### config.mk
export PLATFORM = sky130hd
export DESIGN_NAME = spi_ram_arbiter
export DESIGN_NICKNAME = d
export VERILOG_FILES = /design/src/rtl/femto_arb_pkg.sv /design/src/rtl/arb_rr2.sv /design/src/rtl/spi_ram_arbiter.sv
export SDC_FILE = /design/constraint.sdc
export NUM_CORES = 1
export LEC_CHECK = 0
export BUFFER_PORTS_ARGS = -buffer_cell sky130_fd_sc_hd__buf_2
export CAP_MARGIN = 20
export CORE_ASPECT_RATIO = 2
export CORE_MARGIN = 1
export CORE_UTILIZATION = 30
export DETAILED_ROUTE_END_ITERATION = 8
export HOLD_SLACK_MARGIN = 0.06
export PLACE_DENSITY_LB_ADDON = 0.05
export SLEW_MARGIN = 0
export SYNTH_ARGS = -nofsm -noshare
export SYNTH_HDL_FRONTEND = slang
export SYNTH_SLANG_ARGS = --single-unit
### constraint.sdc
create_clock -name clk -period 7.88 [get_ports clk]
set_clock_uncertainty 0.2 [all_clocks]
set_input_delay 0.788 -clock clk [delete_from_list [all_inputs] [get_ports clk]]
set_output_delay 0.788 -clock clk [all_outputs]
set_load 0.03 [all_outputs]
### src/rtl/femto_arb_pkg.sv
// Shared types for the MappedSPIRAM two-requester arbiter.
// Latency: n/a (declarations only).
// Backpressure: n/a.
// Contents: FSM state encoding, requester IDs, operation codes.
package femto_arb_pkg;

  // Arbiter sequencing states
  typedef enum logic [1:0] {
    ST_IDLE  = 2'd0,
    ST_ISSUE = 2'd1,
    ST_WAIT  = 2'd2
  } state_t;

  // Requester IDs: 0 is the CPU data path, 1 is the DMA buffer mover
  localparam logic REQ_CPU = 1'b0;
  localparam logic REQ_DMA = 1'b1;

  // Latched operation of a pending request
  typedef enum logic {
    OP_RD = 1'b0,
    OP_WR = 1'b1
  } op_t;

  // A write strobe wins when both strobes arrive together
  function automatic op_t strobe_op(input logic wr);
    return wr ? OP_WR : OP_RD;
  endfunction

endpackage

### src/rtl/arb_rr2.sv
// 2-way round-robin picker: chooses which pending requester goes next.
// Latency: purely combinational, no state.
// Backpressure: none; the caller only consumes the grant when it is idle.
// Ports:
//   pend        - pending flags, bit N = requester N
//   last_grant  - ID of the most recently granted requester
//   grant_valid - at least one request is pending
//   grant_id    - requester to serve next
module arb_rr2
  import femto_arb_pkg::*;
(
  input  logic [1:0] pend,
  input  logic       last_grant,
  output logic       grant_valid,
  output logic       grant_id
);

  always_comb begin
    grant_valid = |pend;
    grant_id    = REQ_CPU;
    if (pend == 2'b11) begin
      // contention: the requester not served last time goes first
      grant_id = ~last_grant;
    end else if (pend[REQ_DMA]) begin
      grant_id = REQ_DMA;
    end
  end

endmodule

### src/rtl/spi_ram_arbiter.sv
// Shares the MappedSPIRAM word port between the CPU (m0) and a DMA master (m1).
// Latency: uncontended completion = downstream busy cycles + 3 after the strobe.
// Backpressure: mN_busy stays high while a request is pending; strobes seen while busy are dropped.
// Ports:
//   clk, reset           - system clock, synchronous active-high reset
//   mN_word_address/wdata/rd/wr - requester N strobe interface (FemtoRV32 style)
//   mN_busy, mN_rdata    - requester N outstanding flag and registered read data
//   ram_*                - single MappedSPIRAM word port (strobes out, busy/rdata in)
//   timeout_err          - sticky flag set when the downstream hangs past TIMEOUT cycles
module spi_ram_arbiter
  import femto_arb_pkg::*;
#(
  parameter int ADDR_W  = 20,
  parameter int DATA_W  = 32,
  parameter int TIMEOUT = 1024
) (
  input  logic              clk,
  input  logic              reset,
  input  logic [ADDR_W-1:0] m0_word_address,
  input  logic [DATA_W-1:0] m0_wdata,
  input  logic              m0_rd,
  input  logic              m0_wr,
  output logic              m0_busy,
  output logic [DATA_W-1:0] m0_rdata,
  input  logic [ADDR_W-1:0] m1_word_address,
  input  logic [DATA_W-1:0] m1_wdata,
  input  logic              m1_rd,
  input  logic              m1_wr,
  output logic              m1_busy,
  output logic [DATA_W-1:0] m1_rdata,
  output logic [ADDR_W-1:0] ram_word_address,
  output logic [DATA_W-1:0] ram_wdata,
  output logic              ram_rd,
  output logic              ram_wr,
  input  logic              ram_rbusy,
  input  logic              ram_wbusy,
  input  logic [DATA_W-1:0] ram_rdata,
  output logic              timeout_err
);

  // Wide enough to hold TIMEOUT itself; still legal when TIMEOUT is 0
  localparam int CNT_W = $clog2(TIMEOUT + 2);

  state_t            state;
  state_t            state_nxt;
  logic [1:0]        pend;
  logic [ADDR_W-1:0] addr_q  [2];
  logic [DATA_W-1:0] wdata_q [2];
  op_t               op_q    [2];
  logic              last_grant;
  logic              cur;
  logic [CNT_W-1:0]  wd_cnt;

  logic [1:0]        rd_in;
  logic [1:0]        wr_in;
  logic [ADDR_W-1:0] addr_in  [2];
  logic [DATA_W-1:0] wdata_in [2];

  logic              grant_valid;
  logic              grant_id;
  logic              grant;
  logic              done;
  logic              forced;
  logic              wd_expired;
  logic [DATA_W-1:0] rsp;

  assign rd_in       = {m1_rd, m0_rd};
  assign wr_in       = {m1_wr, m0_wr};
  assign addr_in[0]  = m0_word_address;
  assign addr_in[1]  = m1_word_address;
  assign wdata_in[0] = m0_wdata;
  assign wdata_in[1] = m1_wdata;

  // busy is exactly the registered pending flag
  assign m0_busy = pend[REQ_CPU];
  assign m1_busy = pend[REQ_DMA];

  arb_rr2 u_rr (
    .pend        (pend),
    .last_grant  (last_grant),
    .grant_valid (grant_valid),
    .grant_id    (grant_id)
  );

  assign grant      = (state == ST_IDLE) && grant_valid;
  assign wd_expired = (TIMEOUT != 0) && (wd_cnt == CNT_W'(TIMEOUT));
  // a watchdog-forced read returns zero rather than whatever the bus holds
  assign rsp        = forced ? '0 : ram_rdata;

  always_ff @(posedge clk) begin
    if (reset) begin
      state <= ST_IDLE;
    end else begin
      state <= state_nxt;
    end
  end

  always_comb begin
    state_nxt = state;
    ram_rd    = 1'b0;
    ram_wr    = 1'b0;
    done      = 1'b0;
    forced    = 1'b0;
    case (state)
      ST_IDLE: begin
        if (grant_valid) begin
          state_nxt = ST_ISSUE;
        end
      end
      ST_ISSUE: begin
        ram_rd    = (op_q[cur] == OP_RD);
        ram_wr    = (op_q[cur] == OP_WR);
        state_nxt = ST_WAIT;
      end
      ST_WAIT: begin
        if (!(ram_rbusy || ram_wbusy)) begin
          done      = 1'b1;
          state_nxt = ST_IDLE;
        end else if (wd_expired) begin
          done      = 1'b1;
          forced    = 1'b1;
          state_nxt = ST_IDLE;
        end
      end
      default: state_nxt = ST_IDLE;
    endcase
  end

  always_ff @(posedge clk) begin
    if (reset) begin
      pend             <= '0;
      for (int i = 0; i < 2; i++) begin
        addr_q[i]  <= '0;
        wdata_q[i] <= '0;
        op_q[i]    <= OP_RD;
      end
      last_grant       <= REQ_DMA;
      cur              <= REQ_CPU;
      wd_cnt           <= '0;
      ram_word_address <= '0;
      ram_wdata        <= '0;
      m0_rdata         <= '0;
      m1_rdata         <= '0;
      timeout_err      <= 1'b0;
    end else begin
      // capture only when idle; a strobe while busy is dropped
      for (int i = 0; i < 2; i++) begin
        if (!pend[i] && (rd_in[i] || wr_in[i])) begin
          pend[i]    <= 1'b1;
          addr_q[i]  <= addr_in[i];
          wdata_q[i] <= wdata_in[i];
          op_q[i]    <= strobe_op(wr_in[i]);
        end
      end

      if (grant) begin
        cur              <= grant_id;
        last_grant       <= grant_id;
        ram_word_address <= addr_q[grant_id];
        ram_wdata        <= wdata_q[grant_id];
      end

      if (state == ST_ISSUE) begin
        wd_cnt <= '0;
      end else if ((state == ST_WAIT) && !done) begin
        wd_cnt <= wd_cnt + 1'b1;
      end

      if (done) begin
        pend[cur] <= 1'b0;
        if (op_q[cur] == OP_RD) begin
          if (cur == REQ_CPU) begin
            m0_rdata <= rsp;
          end else begin
            m1_rdata <= rsp;
          end
        end
      end

      if (forced) begin
        timeout_err <= 1'b1;
      end
    end
  end

endmodule

Word level (Yosys, flattened, before mapping)
Memories as Yosys holds them, arrays and structs flattened. A register that Yosys moved wholly into a read port is not among the register bits.
Cells that the tools add are included.
{ "word_totals": {"ff_bits": 82, "input_bits": 144, "rom_bits": 0, "memories": 3, "wordCells": 87, "latchBits": 0, "ramBits": 106} }
{ "classes": {"div_mod_pow": 0, "multipliers": 0, "muxes": 39, "n_eq_ne": 6, "n_lt_le_gt_ge": 2, "shift": 0, "reduce_logical": 17, "bitwise_logic": 11, "n_addsub": 1} }
{ "mem_list": {"columns": ["name", "words", "word_bits", "rd", "rd_ports_with_merged_regs", "write_ports", "line", "source"], "rows": [
  ["wdata_q", 2, 32, 1, 1, 2, "spi_ram_arbiter.sv:48", "logic [DATA_W-1:0] wdata_q [2];"],
  ["addr_q", 2, 20, 1, 1, 2, "spi_ram_arbiter.sv:47", "logic [ADDR_W-1:0] addr_q [2];"],
  ["op_q", 2, 1, 1, 1, 2, "spi_ram_arbiter.sv:49", "op_t op_q [2];"]
]} }
{ "op_table": {"columns": ["op", "count"], "rows": [
  ["$mux W32", 3],
  ["$mux W20", 2],
  ["$mux W1", 28],
  ["$add A11 B1 Y11 const B", 1],
  ["$eq A11 B11 Y1 const B", 1],
  ["$mux W2", 4],
  ["$or A1 B1 Y1", 6],
  ["$pmux W2 S3", 1],
  ["$reduce_and A3 Y1", 2],
  ["$logic_and A1 B1 Y1", 5],
  ["$eq A2 B2 Y1 const B", 2],
  ["$reduce_or A2 Y1", 2],
  ["$logic_not A1 Y1", 3],
  ["$logic_or A1 B1 Y1", 3],
  ["$ne A3 B3 Y1 const B", 1],
  ["$not A1 Y1", 3],
  ["$and A2 B2 Y2", 1],
  ["$eq A2 B1 Y1 const B", 1],
  ["$logic_not A2 Y1", 1],
  ["$lt A1 B2 Y1 const B", 1],
  ["$ne A2 B2 Y1 const B", 1],
  ["$not A2 Y2", 1],
  ["$reduce_and A2 Y1", 1],
  ["$demux W1 S1", 1],
  ["$ge A1 B1 Y1 const B", 1]
]} }

Logic depth before layout (Yosys ltp)
Gate-level depths: netlist (run 1).
{ "logic_depth": {"word_depth": 7, "ltp_mapped": 7, "mapped_depth_nobuf": 6} }

Cells and area by module
From an unflattened synthesis (run 1), not the netlist that was laid out.
{ "hier_totals": {"cells_unflattened": 713, "area_unflattened_um2": 9069.9} }
{ "by_module_without_submodules": {"columns": ["mod", "cells_each", "area_per_inst_um2", "instances"], "rows": [
  ["spi_ram_arbiter", 711, 9056.2, 1],
  ["arb_rr2", 2, 13.8, 1]
]} }

Worst setup path before layout (run 1)
No wires, ideal clock.
{ "synth_timing": {"path_kind": "input-to-reg", "startpoint": "input port reset", "endpoint": "memory addr_q[0][0], enable pin", "setup_slack_ps": 4480, "setup_time_ps": 419, "n_path_buf": 2, "cell_stages": 3, "required_ps": 7261, "arrival_ps": 2780, "cell_sequence": "buf_1 -> clkbuf_1 -> nand2b_1"} }
{ "synth_lines": {"columns": ["item", "line", "source"], "rows": [
  ["from (decl)", "spi_ram_arbiter.sv:18", "input logic reset,"],
  ["to (decl)", "spi_ram_arbiter.sv:47", null]
]} }

==> impl_results.md, run 1 <==
* Status: finished with violations
* Failing checks: DRC
* FF-to-FF setup slack at around 5.2 ns
* Sequential share of power at a little under half
* Max VDD drop at 0.134 mV
* Worst reg2reg path depth at 7
* Post-CTS sizing at 0
* Clock latency on the worst-skew pair at 0.53 ns
* DR iter-0 viols at 192
* Nets at around 1100
* Hold_buf cts at 0
* Core area at between 0.02 and 0.03 mm2
* Die ar. at slightly above 0.03 mm2
* Max Freq at 363 MHz
* Leakage at 4.95 nW
* Net Sw Frac at 25.9%
* Post-synth EDFFs at 106
* Total Routing Usage GR at between 10% and 20%
* R2r startpoint: wd_cnt[0]
* Worst Hold Endpoint: m1_rdata[17]
* Synth cell count leaders: dfxtp_1 (135), and2_1 (107), edfxtp_1 (106)
* Post-Syn Area at 0.00911 mm2
* RSZ-0062 raised after global routing: false
* Sink Count at 241
* Layout cells sized above 1 at 33.5%
* Yosys top cell area share at 35.0%
* HPWL after DPL at 15700 um
* Power per standard cell area at ~260 mW/mm2
* Setup crit end kind: register
* Cell variety after synth at 42
* Post-synthesis register bit count at ~240
* Logic gate share of total power at 13.2%
* Worst Hold Depth at 1
* Vias in the first global route at 6299
* Part of the cycle the worst path needs at 35.0%
* CP Max Fanout at 67
* Final Slew Violations at 0
* Most used DFF post-synth: dfxtp_1
* Warnings from Yosys at 0
* Switch Pwr at 0.785 mW
* Worst R2R End: m0_rdata[16]
* Area growth syn-to-layout at 27.5%
* First-pass GRT wire length at 35400 um
* Clk buf depth at 3
* Max cap viols at 0
* Die Span Y at 248 um
* Final TNS setup at 0 ns
* Syn Nets at 857
* Worst min path class: register to register
* Final core occ at 39.2%
* Register area share after synthesis at ~65%
* Post-synth top area cell: edfxtp_1
* CTS buffer count at 24
* Post-detailed-route count of antenna-violating nets at 0
* Tmin final at 2.75 ns
* HP Start: m1_rdata[17]
* I/O Pins at 265
* Wirelength per Cell at about 18 um
* Asr flop ratio synth at 0%
* Clock root cell: clkbuf_16
* Worst-path clk slew at roughly 0.060 ns
* # H-tree levels at 1
* Clock network power share at 38.9%
* Worst path required time at about 7.9 ns
* Max_slew headroom at between 30% and 40%
* Top cells by area, synth: edfxtp_1 (35%), dfxtp_1 (30%), and2_1 (7.4%)
* Hold Fails Final Rpt at 0
* Total congestion overflow at 0
* Core Rows at 89
* Drt total wl at 23700 um
* Cell-internal power at around 2.2 mW
* Avg Cell Area, Syn at 12.8 um2
* DR pass1 iterations at 6
* Worst-Margin Slew at 1.02 ns
* Initial antenna violation count at 0
* Number of port buffers at roughly 260
* Crit Path Category: input pin to register
* CTS tree: built
* # setup viols final at 0
* DR vias at 6261
* Placer Congestion at 0.775
* Worst setup SP type: input pin
* Mapped Cells at 711
* DR DRC count at 46
* Worst path arrival time at 2.72 ns
* Horiz. Die Dim at ~130 um
* Largest net degree at the start of global routing at 105
* Vias per std cell at 4.66
* Count leader, synth: dfxtp_1
* Antenna cells at 0
* Initial core utilization at between 30% and 40%
* Setup Buffers After CTS at 0
## area by class of cell
class                   count  area [um2]
well taps                 364         455
multi-input cells         416        3010
flip-flops and latches    241        5890
inverters                   4        15.0
clock inverters            10         126
fillers                  2979       18000
repair buffers            274        1450
clock buffers              34         671
## power by group through the flow
stage	clock, mW	sequential (mW)	combinational (mW)
detailed placement	0	1.48	0.403
CTS	1.22	1.45	0.403
global route	1.26	1.46	0.439
global placement	0	1.48	0.401
finish	1.18	1.45	0.400
floorplan	0	1.55	0.179
## cell families after synthesis
family,Yosys count,synth area share [%]
flops,241,64.6
simple gates,212,12.8
compound gates,144,13.1
buf+inv,54,2.83
mux,53,5.96
xor+xnor,5,0.481
fa+ha+maj,2,0.275
## metal layers
layer	wire length [um]	global-route usage (%)
met1	8790	16.1
met2	12700	28.5
met3	1390	2.49
met4	785	6.81
met5	0	0
## cells in the final DEF (no fill, tap or decap), types with 2 or more instances in the layout
master / instances
a211oi_1: 54
nand2b_2: 2
clkbuf_16: 25
clkinv_2: 5
a22o_2: 4
o21bai_1: 2
buf_4: 8
nand2_1: 6
a41oi_4: 2
nor4b_1: 2
edfxtp_1: 106
a22o_1: 60
dfxtp_1: 135
nor3_1: 2
nor2_1: 65
xnor2_1: 4
inv_1: 4
mux2i_1: 52
or4_1: 2
buf_2: 263
and2_1: 107
o21ai_0: 3
nor4_2: 2
or2_2: 2
bufinv_16: 3
a21oi_1: 10
ha_1: 2
nor4_1: 3
or3_1: 5
buf_16: 2
nand2b_1: 3
a21o_1: 2
clkbuf_1: 7
nand3_1: 6
## registers in the layout, indices dropped and copies added (netlist names), named ones only
signal,flops
addr_q,40
cur,1
last_grant,1
m0_rdata,32
m1_rdata,32
op_q,2
pend,2
ram_wdata,32
ram_word_address,20
state,2
timeout_err,1
wd_cnt,11
wdata_q,64
## worst max-delay path by stage
stage	to	cells after the start	slack [ns]	from
global placement	wdata_q[0][4]	3	4.48	reset
finish	addr_q[0][17]	3	5.13	reset
CTS	m0_rdata[16]	6	4.95	wd_cnt[0]
global route	addr_q[0][15]	3	4.94	reset
detailed placement	wdata_q[0][6]	3	4.47	reset
floorplan	addr_q[0][0]	3	4.48	reset
## worst max-delay path, stage by stage
cell and delay, ns:
buf_4 0.66, nand2b_2 0.70, buf_4 0.51
## per-stage QoR
stage	worst slack [ns]	instance area, um2	hold WS [ns]	total power, mW	instances
3_3_place_gp	4.48	10700	0.253	1.88	1296
6_report	5.13	11600	0.267	3.03	1343
4_1_cts	4.95	11500	0.267	3.08	1340
3_5_place_dp	4.47	10700	0.249	1.88	1296
2_1_floorplan	4.48	9110	0.245	1.73	711
5_1_grt	4.94	11600	0.277	3.16	1343
Note: power is estimated with default switching activity, not from simulation.
==> run 2, diff against run 1 <==
Settings changed: ABC_AREA set to 1.
Clock period 7.88 ns to 2.6 ns, I/O delays scaled along.
==> impl_results.md, run 2 <==
* Post-synth EDFFs at 106
* Yosys top cell area share at 31.4%
* Tmin final at approximately 2 ns
* Core Rows at 94
* Most used DFF post-synth: dfxtp_1
* First-pass GRT wire length at 45600 um
* Core area at 0.0330 mm2
* Max_slew headroom at 65.1%
* Worst reg2reg path depth at 11
* Pwr Total at 9.27 mW
* CP Capture Point: ram_wr
* Vias per std cell at 4.21
* Placer Congestion at 0.749
* CP Depth at 4
* Top cells by area, synth: edfxtp_1 (31%), dfxtp_1 (27%), nand2_1 (10%)
* Synth cell count leaders: nand2_1 (275), inv_1 (255), nor2_1 (224)
* Setup ws final at 0.601 ns
* Net Sw Frac at around 27%
* Post-synthesis register bit count at 241
* DR pass1 iterations at 4
* Asr flop ratio synth at 0%
* Count leader, synth: nand2_1
* HPWL after DPL at 18000 um
* Syn Nets at 1380
* Cell-internal power at around 6.8 mW
* CTS buffer count at 24
* FF-to-FF setup slack at around 0.67 ns
* Worst path required time at roughly 2.1 ns
* Power per standard cell area at 657 mW/mm2
* Number of port buffers at roughly 260
* Layout cells sized above 1 at 20.1%
* Horiz. Die Dim at between 100 and 150 um
* Die Span Y at 262 um
* Largest register FFs at 64
* Biggest register: wdata_q
* Post-Syn Area at ~0.010 mm2
* Switch Pwr at 2.50 mW
* Initial core utilization at a little over 30%
* Regs by FF count: wdata_q x64, addr_q x40
* Leakage at 7.04 nW
* I/O Pins at about 270
* Critical-path cell list: inv_1 -> or2_2 -> nor2_1 -> buf_2
* Vias in the first global route at just under 9000
* CTS tree: built
* Worst-Margin Slew at 0.520 ns
* Setup Buffers After CTS at 0
* CP bufs+invs at 2
* Sequential share of power at ~47%
* Worst R2R End: m0_rdata[27]
* Crit Path Category: register to output pin
* Cell with the largest stage delay on the worst path: dfxtp_1
* R2r startpoint: wd_cnt[0]
* CP Max Fanout at 4
* WHS at 0.118 ns
* Area growth syn-to-layout at 39.5%
* Part of the cycle the worst path needs at 76.9%
* Clock network power share at 37.3%
* RSZ-0062 raised after global routing: false
* Clock latency on the worst-skew pair at about 0.53 ns
* Total Routing Usage GR at 16.9%
* Clock root cell: clkbuf_16
* Crit path from: state[0]
* Commonest non-fill, non-tap cell in the layout: nand2_1
* Final Slew Violations at 0
* Sink Count at 241
* Wirelength per Cell at roughly 14 um
* Initial antenna violation count at 1
* Largest net degree at the start of global routing at about 110
* Hold_buf cts at 142
* Leading cell types in the layout, fill and taps excluded: nand2_1 (274), buf_2 (264), inv_1 (253)
* Clk buf depth at 3
* Avg Cell Area, Syn at 8.20 um2
* Max Freq at 500 MHz
* Worst-path clk slew at 0.06 ns
* Register area share after synthesis at between 50% and 60%
* Die ar. at 0.0345 mm2
* Mapped Cells at 1234
* Nets at about 1800
* Post-synth top area cell: edfxtp_1
* Post-CTS sizing at 0
* Max cap viols at 0
* Total congestion overflow at 0
* # setup viols final at 0
* Slowest cell delay on critical path at 0.33 ns
* DR iter-0 viols at 357
* Max VDD drop at 0.565 mV
* Warnings from Yosys at 0
* DR vias at 8714
* Status: completed
* Logic gate share of total power at approximately 15%
* DR DRC count at 0
* Worst path arrival time at between 1.5 and 2 ns
* Drt total wl at 28900 um
* Worst min path class: input pin to register
* Pre-CTS setup slack at 0.654 ns
* # H-tree levels at 1
* Setup crit end kind: output pin
* Hold Fails Final Rpt at 0
* Cell variety after synth at 28
* Crit-path leading delay family: simple AND/OR/NAND/NOR gates
* Final TNS setup at 0 ns
* Worst setup SP type: register
* Post-detailed-route count of antenna-violating nets at 0
run 2: layer usage:
layer	vias to the layer above	track usage (%)	routed length [um]
met4	0	6.46	789
li1	4519	-	-
met2	227	33.7	15700
met5	-	0	0
met1	3924	17.2	11100
met3	44	3.01	1350
run 2: final cells by class:
cell class	instances	area, um2
antenna	1	2.50
timing repair buffer	422	2980
multi-input combinational	675	2980
inverter	256	963
fill	3400	18900
clock inverter	4	20.0
sequential	241	5890
tap	432	541
clock buffer	40	752
run 2: power groups by stage:
stage	clock, mW	sequential (mW)	combinational, mW
after floorplan	0	4.72	0.534
after global placement	0	4.48	1.28
after detailed placement	0	4.48	1.28
after CTS	3.60	4.40	1.45
after global routing	3.74	4.43	1.58
final	3.46	4.40	1.42
run 2: worst min-delay path, cell delays in order:
cell,delay [ns]
buf_2,0.07
nor2_1,0.07
inv_1,0.12
a21oi_1,0.10
nand2_1,0.07
o211ai_1,0.08
inv_1,0.05
run 2: cell families after synthesis:
kind of cell,share of synthesized area [%]
fa+ha+maj,0.247
flops,58.1
simple gates,20.0
compound gates,8.78
xor+xnor,0.260
buf+inv,12.5
run 2: metrics by stage:
| stage | area [um2] | utilization (%) | cells |
|---|---|---|---|
| 2_1_floorplan | 10100 | - | 1234 |
| 3_3_place_gp | 11900 | 36.1 | 1884 |
| 3_5_place_dp | 11900 | 36.1 | 1884 |
| 4_1_cts | 14100 | 42.7 | 2070 |
| 5_1_grt | 14100 | 42.7 | 2071 |
| 6_report | 14100 | 42.7 | 2071 |
run 2: how the worst min path moves through the flow:
stage               slack [ns]        from          to  depth (start not counted)
floorplan                 0.23  last_grant  last_grant                          2
global placement          0.24  last_grant  last_grant                          2
detailed placement        0.25  last_grant  last_grant                          2
CTS                       0.09   ram_rbusy     pend[1]                          7
global route              0.16   ram_rbusy     pend[1]                          7
finish                    0.12   ram_rbusy     pend[1]                          7
